**src/rtl/ddr3_wr_burst_ctrl_pkg.sv**
```systemverilog
// Shared types and constants for the DDR3 write-burst controller.
package ddr3_wr_burst_ctrl_pkg;

  typedef enum logic [1:0] {
    IDLE = 2'd0,
    ADDR = 2'd1,
    DATA = 2'd2,
    RESP = 2'd3
  } state_t;

  localparam logic [1:0] BRESP_OKAY = 2'b00;

  // Bytes covered by one write burst.
  function automatic int unsigned burst_bytes(input int unsigned data_width,
                                              input int unsigned burst_len);
    return burst_len * (data_width / 8);
  endfunction

endpackage

```
**src/rtl/ddr3_wr_skid_buf.sv**
```systemverilog
// Two-entry skid buffer fed by a source with one cycle of read latency.
// A word arriving while the buffer is empty and the sink is ready passes
// straight through, so a continuous stream moves one word per cycle while
// stored plus in-flight words never exceed two.
module ddr3_wr_skid_buf
  import ddr3_wr_burst_ctrl_pkg::*;
#(
  parameter int unsigned DATA_WIDTH = 256
) (
  input  logic                  clk,
  input  logic                  rst_n,
  input  logic                  req,
  input  logic [DATA_WIDTH-1:0] in_data,
  input  logic                  out_ready,
  output logic                  out_valid,
  output logic [DATA_WIDTH-1:0] out_data,
  output logic                  can_req
);

  logic                  inflight;
  logic [DATA_WIDTH-1:0] mem [2];
  logic                  wr_ptr;
  logic                  rd_ptr;
  logic [1:0]            count;
  logic                  stored_valid;
  logic                  pop;
  logic                  pop_mem;
  logic                  push;

  assign stored_valid = (count != 2'd0);
  assign out_valid    = stored_valid | inflight;
  assign out_data     = stored_valid ? mem[rd_ptr] : in_data;
  assign pop          = out_valid & out_ready;
  assign pop_mem      = pop & stored_valid;
  assign push         = inflight & ~(pop & ~stored_valid);
  assign can_req      = (count == 2'd0) || ((count == 2'd1) && !inflight);

  // Track the outstanding read and the occupancy/pointers of the two slots.
  always_ff @(posedge clk or negedge rst_n) begin
    if (!rst_n) begin
      inflight <= 1'b0;
      wr_ptr   <= 1'b0;
      rd_ptr   <= 1'b0;
      count    <= 2'd0;
    end else begin
      inflight <= req;
      if (push) wr_ptr <= ~wr_ptr;
      if (pop_mem) rd_ptr <= ~rd_ptr;
      count <= count + 2'(push) - 2'(pop_mem);
    end
  end

  // Storage slots need no reset; occupancy alone says what is valid.
  always_ff @(posedge clk) begin
    if (push) mem[wr_ptr] <= in_data;
  end

endmodule

```
**src/rtl/ddr3_wr_burst_ctrl.sv**
```systemverilog
// Drains a FIFO into fixed-length AXI-style write bursts over a ring
// address region, one burst at a time.
module ddr3_wr_burst_ctrl
  import ddr3_wr_burst_ctrl_pkg::*;
#(
  parameter int unsigned DATA_WIDTH   = 256,
  parameter int unsigned ADDR_WIDTH   = 28,
  parameter int unsigned BURST_LEN    = 16,
  parameter int unsigned LEVEL_WIDTH  = 7,
  parameter int unsigned BASE_ADDR    = 0,
  parameter int unsigned REGION_BYTES = 2**20
) (
  input  logic                   clk,
  input  logic                   rst_n,
  input  logic                   enable,
  input  logic [DATA_WIDTH-1:0]  fifo_rd_data,
  output logic                   fifo_rd_en,
  input  logic                   fifo_rd_empty,
  input  logic [LEVEL_WIDTH-1:0] fifo_rd_level,
  output logic [ADDR_WIDTH-1:0]  awaddr,
  output logic [7:0]             awlen,
  output logic                   awvalid,
  input  logic                   awready,
  output logic [DATA_WIDTH-1:0]  wdata,
  output logic                   wvalid,
  input  logic                   wready,
  output logic                   wlast,
  input  logic                   bvalid,
  input  logic [1:0]             bresp,
  output logic                   bready,
  output logic                   busy,
  output logic                   burst_done,
  output logic                   wr_err
);

  localparam int unsigned           CNT_W       = $clog2(BURST_LEN) + 1;
  localparam int unsigned           BURST_BYTES = burst_bytes(DATA_WIDTH, BURST_LEN);
  localparam logic [CNT_W-1:0]      BEATS       = CNT_W'(BURST_LEN);
  localparam logic [CNT_W-1:0]      LAST_BEAT   = CNT_W'(BURST_LEN - 1);
  localparam logic [ADDR_WIDTH-1:0] BASE        = ADDR_WIDTH'(BASE_ADDR);
  localparam logic [ADDR_WIDTH:0]   STEP        = (ADDR_WIDTH + 1)'(BURST_BYTES);
  localparam logic [ADDR_WIDTH:0]   LIMIT       = (ADDR_WIDTH + 1)'(BASE_ADDR + REGION_BYTES);

  state_t                  state;
  state_t                  state_next;
  logic [CNT_W-1:0]        req_cnt;
  logic [CNT_W-1:0]        beat_cnt;
  logic                    start;
  logic                    beat;
  logic                    buf_valid;
  logic [DATA_WIDTH-1:0]   buf_data;
  logic                    buf_ready;
  logic                    can_req;
  logic [ADDR_WIDTH:0]     next_addr;

  assign start      = (state == IDLE) && enable && (32'(fifo_rd_level) >= BURST_LEN);
  assign busy       = (state != IDLE);
  assign burst_done = (state == RESP) && bvalid;
  assign awlen      = 8'(BURST_LEN - 1);
  assign buf_ready  = (state == DATA) && wready;
  assign wvalid     = (state == DATA) && buf_valid;
  assign wdata      = wvalid ? buf_data : '0;
  assign wlast      = wvalid && (beat_cnt == LAST_BEAT);
  assign beat       = wvalid && wready;
  assign next_addr  = {1'b0, awaddr} + STEP;
  assign fifo_rd_en = ((state == ADDR) || (state == DATA)) && (req_cnt < BEATS) &&
                      !fifo_rd_empty && can_req;

  ddr3_wr_skid_buf #(
    .DATA_WIDTH(DATA_WIDTH)
  ) u_skid (
    .clk      (clk),
    .rst_n    (rst_n),
    .req      (fifo_rd_en),
    .in_data  (fifo_rd_data),
    .out_ready(buf_ready),
    .out_valid(buf_valid),
    .out_data (buf_data),
    .can_req  (can_req)
  );

  // State register.
  always_ff @(posedge clk or negedge rst_n) begin
    if (!rst_n) state <= IDLE;
    else        state <= state_next;
  end

  // Next-state logic plus the per-state handshake strobes.
  always_comb begin
    state_next = state;
    awvalid    = 1'b0;
    bready     = 1'b0;
    case (state)
      IDLE: if (start) state_next = ADDR;
      ADDR: begin
        awvalid = 1'b1;
        if (awready) state_next = DATA;
      end
      DATA: if (beat && (beat_cnt == LAST_BEAT)) state_next = RESP;
      RESP: begin
        bready = 1'b1;
        if (bvalid) state_next = IDLE;
      end
      default: state_next = IDLE;
    endcase
  end

  // Per-burst counts of FIFO words requested and beats delivered.
  always_ff @(posedge clk or negedge rst_n) begin
    if (!rst_n) begin
      req_cnt  <= '0;
      beat_cnt <= '0;
    end else if (start) begin
      req_cnt  <= '0;
      beat_cnt <= '0;
    end else begin
      if (fifo_rd_en) req_cnt  <= req_cnt + CNT_W'(1);
      if (beat)       beat_cnt <= beat_cnt + CNT_W'(1);
    end
  end

  // Ring address: step one burst per accepted address, wrap at region end.
  always_ff @(posedge clk or negedge rst_n) begin
    if (!rst_n) begin
      awaddr <= BASE;
    end else if (awvalid && awready) begin
      awaddr <= (next_addr >= LIMIT) ? BASE : next_addr[ADDR_WIDTH-1:0];
    end
  end

  // Sticky error flag, cleared only by reset.
  always_ff @(posedge clk or negedge rst_n) begin
    if (!rst_n)                                 wr_err <= 1'b0;
    else if (burst_done && (bresp != BRESP_OKAY)) wr_err <= 1'b1;
  end

endmodule
```
**config.mk**
```make
export PLATFORM = sky130hd
export DESIGN_NAME = ddr3_wr_burst_ctrl
export DESIGN_NICKNAME = d
export VERILOG_FILES = /design/src/rtl/ddr3_wr_burst_ctrl_pkg.sv /design/src/rtl/ddr3_wr_skid_buf.sv /design/src/rtl/ddr3_wr_burst_ctrl.sv
export SDC_FILE = /design/constraint.sdc
export NUM_CORES = 1
export LEC_CHECK = 0
export BUFFER_PORTS_ARGS = -buffer_cell sky130_fd_sc_hd__buf_2
export CAP_MARGIN = 40
export CORE_ASPECT_RATIO = 0.75
export CORE_UTILIZATION = 50
export DETAILED_ROUTE_END_ITERATION = 8
export PLACE_DENSITY_LB_ADDON = 0.12
export SETUP_SLACK_MARGIN = 0.15
export SYNTH_ARGS = -nofsm -noshare
export SYNTH_HDL_FRONTEND = slang
export SYNTH_SLANG_ARGS = --single-unit
```
**constraint.sdc**
```tcl
create_clock -name clk -period 22.9 [get_ports clk]
set_input_delay 2.29 -clock clk [delete_from_list [all_inputs] [get_ports clk]]
set_output_delay 2.29 -clock clk [all_outputs]
set_load 0.005 [all_outputs]
```
==> reports/metrics.yaml <==
outcome:
  status: "finished clean"
clock_network:
  clkTransAtPathRegs_ps: 60
  postCtsHoldBufs: 0
  cts_tree: "built"
  clock_latency_ps: 590
  numCtsBuffers: 54
  htreeDepth: 2
  cts.path.max_buffers: 3
  cts-root-buf: "clkbuf_16"
  post_cts_resized: 0
  clkSinkCount: 549
  cts_setup_buffers: 0
die:
  die_x_um: 252
  die_area_mm2: 0.0477
  initial_core_util_pct: 50.8
  core_mm2: 0.0461
  ioPinCount: 572
  fp.dieH_um: 189
  placementRows: 68
global_routing:
  antenna_found_initial: 25
  gr-total-overflow: 0
  use_met2_pct: 37.6
  first_global_vias: 14600
  use_met1_pct: 30.8
  busiest_layer: "met2"
  grt_usage_pct: 23.8
  use_met3_pct: 7.46
  grt_max_degree: 192
  grt_pass1_wl_mm: 87.0
finish:
  syn_to_final_growth_pct: 22.3
  layout.nets: 2416
  regArea_mm2: 0.0163
  fin_cells: 2818
  layout_common_cells: "buf_2 (550), edfxtp_1 (512), nor2_1 (269), a211oi_1 (257), mux2i_1 (257)"
  mostFrequentLayoutCell: "buf_2"
  utilization_pct: 62.1
  drive_gt1_share_pct: 30.4
  fillers: 3595
  multi_input_area_mm2: 0.00656
drt:
  vias: 15300
  dr.pass1.iters: 7
  post_drt_wl_per_cell_um: 20.8
  antenna_left: 0
  drt-total-wl_mm: 58.7
  drt_iter0_drc: 1025
  viasPerCell: 5.42
  drc_errors: 0
timing:
  fmax_mhz: 153
  rsz0062_at_grt: "false"
  hold_viol_final: 0
  maxSlewViolCount: 0
  max_slew.worst_pin.slew_ps: 1030
  skew_ps: 9.82
  tns_ps: 0
  relSlewSlack_pct: 31.6
  setup_viol: 0
  fin_crit_sh_pct: 28.5
  period_needed_ps: 6530
placed_design:
  portBuffers: 550
  dp.cells: 2707
  dp_hpwl_mm: 38.1
  routabilityCongestion: 0.819
worst_setup_path:
  path_buf_inv: 5
  r2r-start: "u_skid.count[1]$_DFF_PN0_"
  required_ps: 20610
  path_max_fanout: 93
  path_class: "reg -> out"
  cp_slowest_cell: "buf_4"
  startpoint_type: "flop"
  reg2reg_depth: 12
  crit_top_cell: "buf_4"
  rr_endpoint: "u_skid.mem[1][58]$_DFFE_PP_"
  cp_slowest_stage_delay_ps: 700
  end_kind: "primary output"
  crit_family: "buffers and inverters"
  arrival_ps: 4240
  crit_path_cell_trace: "or2_4 -> buf_4 -> buf_16 -> buf_4 -> buf_4 -> nor2_1 -> a211oi_1 -> buf_2"
  r2r_slack_ps: 18650
min_path:
  holdPathEnd: "wr_err$_DFFE_PN0P_"
  worstHoldPathCells: 1
  min-delay-start: "wr_err$_DFFE_PN0P_"
  min_path_type: "reg -> reg"
pwr:
  clkPwrFrac_pct: 24.4
  p_leak_nw: 11.6
  switching_share_pct: 35.0
  power_switching_w: 0.00124
  power_frac_comb_pct: 36.6
  ir_drop_uv: 104
  seq_power_share_pct: 39.0
  powerDensity_mw_per_mm2: 123
  p_int_w: 0.00230
logic_synthesis:
  synth_area_per_cell_um2: 14.5
  post_synth_num_cell_types: 48
  syn-instance-count: 1621
  yosysSeqAreaShare_pct: 69.6
  synthesis.area_mm2: 0.0234
  ys_seq_elements: 549
  ys_warn_count: 0
job:
  maxCapViolCount: 0
## per-layer routing
layer / up-vias / share of wire, % / wire [um]
li1: 7297 / - / -
met1: 7381 / 41 / 24100
met2: 470 / 48 / 28100
met3: 110 / 8.0 / 4680
met4: 22 / 2.9 / 1680
met5: - / 0.27 / 160
## power by group through the flow
stage                     registers (W)  logic [W]  clock network (W)
final                           0.00138    0.00129           0.000864
after global routing            0.00139    0.00140           0.000922
after CTS                       0.00138    0.00131           0.000886
after detailed placement        0.00140    0.00130                  0
after global placement          0.00139    0.00125                  0
after floorplan                 0.00144   0.000798                  0
## how the worst max path moves through the flow
stage	start	end	slack (ps)	depth (start not counted)
final	u_skid.count[1]$_DFF_PN0_	wdata[57]	16370	8
after global routing	u_skid.count[1]$_DFF_PN0_	wdata[57]	16120	8
after CTS	u_skid.count[1]$_DFF_PN0_	wdata[57]	16400	8
after detailed placement	fifo_rd_empty	fifo_rd_en	16970	4
after global placement	u_skid.count[1]$_DFF_PN0_	wdata[57]	16330	7
after floorplan	wready	u_skid.mem[0][0]$_DFFE_PP_	8900	3
## synth_stat cells (all sizes together)
master   number  area [um2]
conb          2        7.51
a211o         1        8.76
buf          27         174
a21oi         3        15.0
nor2        270        1010
o211ai        4        30.0
o311ai        1        8.76
mux2i       257        2570
and2         13        81.3
o21ai         9        45.0
o311a         1        10.0
xnor2         6        52.6
edfxtp      512       15400
a211oi      257        1930
a31oi         5        31.3
nand2        21        78.8
a41oi         1        8.76
clkbuf      111         417
nand2b        3        18.8
and3          2        12.5
o32a          1        10.0
nand3        10        60.1
o2bb2ai       1        8.76
o22ai         3        18.8
nor4          5        67.6
a21boi        1        11.3
o221ai        1        8.76
xor2          6        52.6
or2           1        6.26
o211a         1        10.0
nor3          4        20.0
mux2          2        22.5
ha           11         138
or3           3        18.8
nand3b        1        7.51
dfrtp        37         926
nand4        11        83.8
inv          15        56.3
or4b          1        10.0
## logic make-up after synthesis
| family | share of synthesized area [%] |
|---|---|
| adders and majority gates | 0.588 |
| buffers and inverters | 2.76 |
| muxes | 11.1 |
| DFF | 69.6 |
| and+or+nand+nor | 6.31 |
| xor gates and xnor gates | 0.449 |
| AOI/OAI and AO/OA | 9.20 |
| other | 0.0321 |
## state kept, by name, indices dropped and copies added, names as in the netlist
register,count
awaddr,19
wr_err,1
u_skid.wr_ptr,1
u_skid.mem,512
u_skid.inflight,1
state,2
u_skid.count,2
beat_cnt,5
req_cnt,5
u_skid.rd_ptr,1
## metrics by stage
step | hold slack [ps] | total power, W | setup WS, ps | cell area, um2
after floorplan | 452 | 0.00224 | 8900 | 23500
after global placement | 447 | 0.00264 | 16330 | 26600
after detailed placement | 456 | 0.00269 | 16970 | 26900
after CTS | 474 | 0.00357 | 16400 | 28600
after global routing | 501 | 0.00372 | 16120 | 28600
final | 471 | 0.00353 | 16370 | 28700
## area by class of cell
type	instances	area share, %
Timing Repair Buffer	579	11.2
Antenna cell	14	0.122
Clock inverter	19	0.651
Tap cell	630	2.75
Clock buffer	78	5.29
Sequential cell	549	56.9
Multi-Input combinational cell	934	22.9
Inverter	15	0.196
## worst reg2reg max path, stage by stage, from the launching register on
cell and delay (ps):
dfrtp_1 410, or2_4 410, buf_16 250, o21ai_4 200, inv_2 70, nand2_1 80, o21ai_0 210, inv_1 160
and2_4 410, buf_12 290, buf_4 330, buf_16 310, buf_4 690
Power figures use the tool's default switching activity.
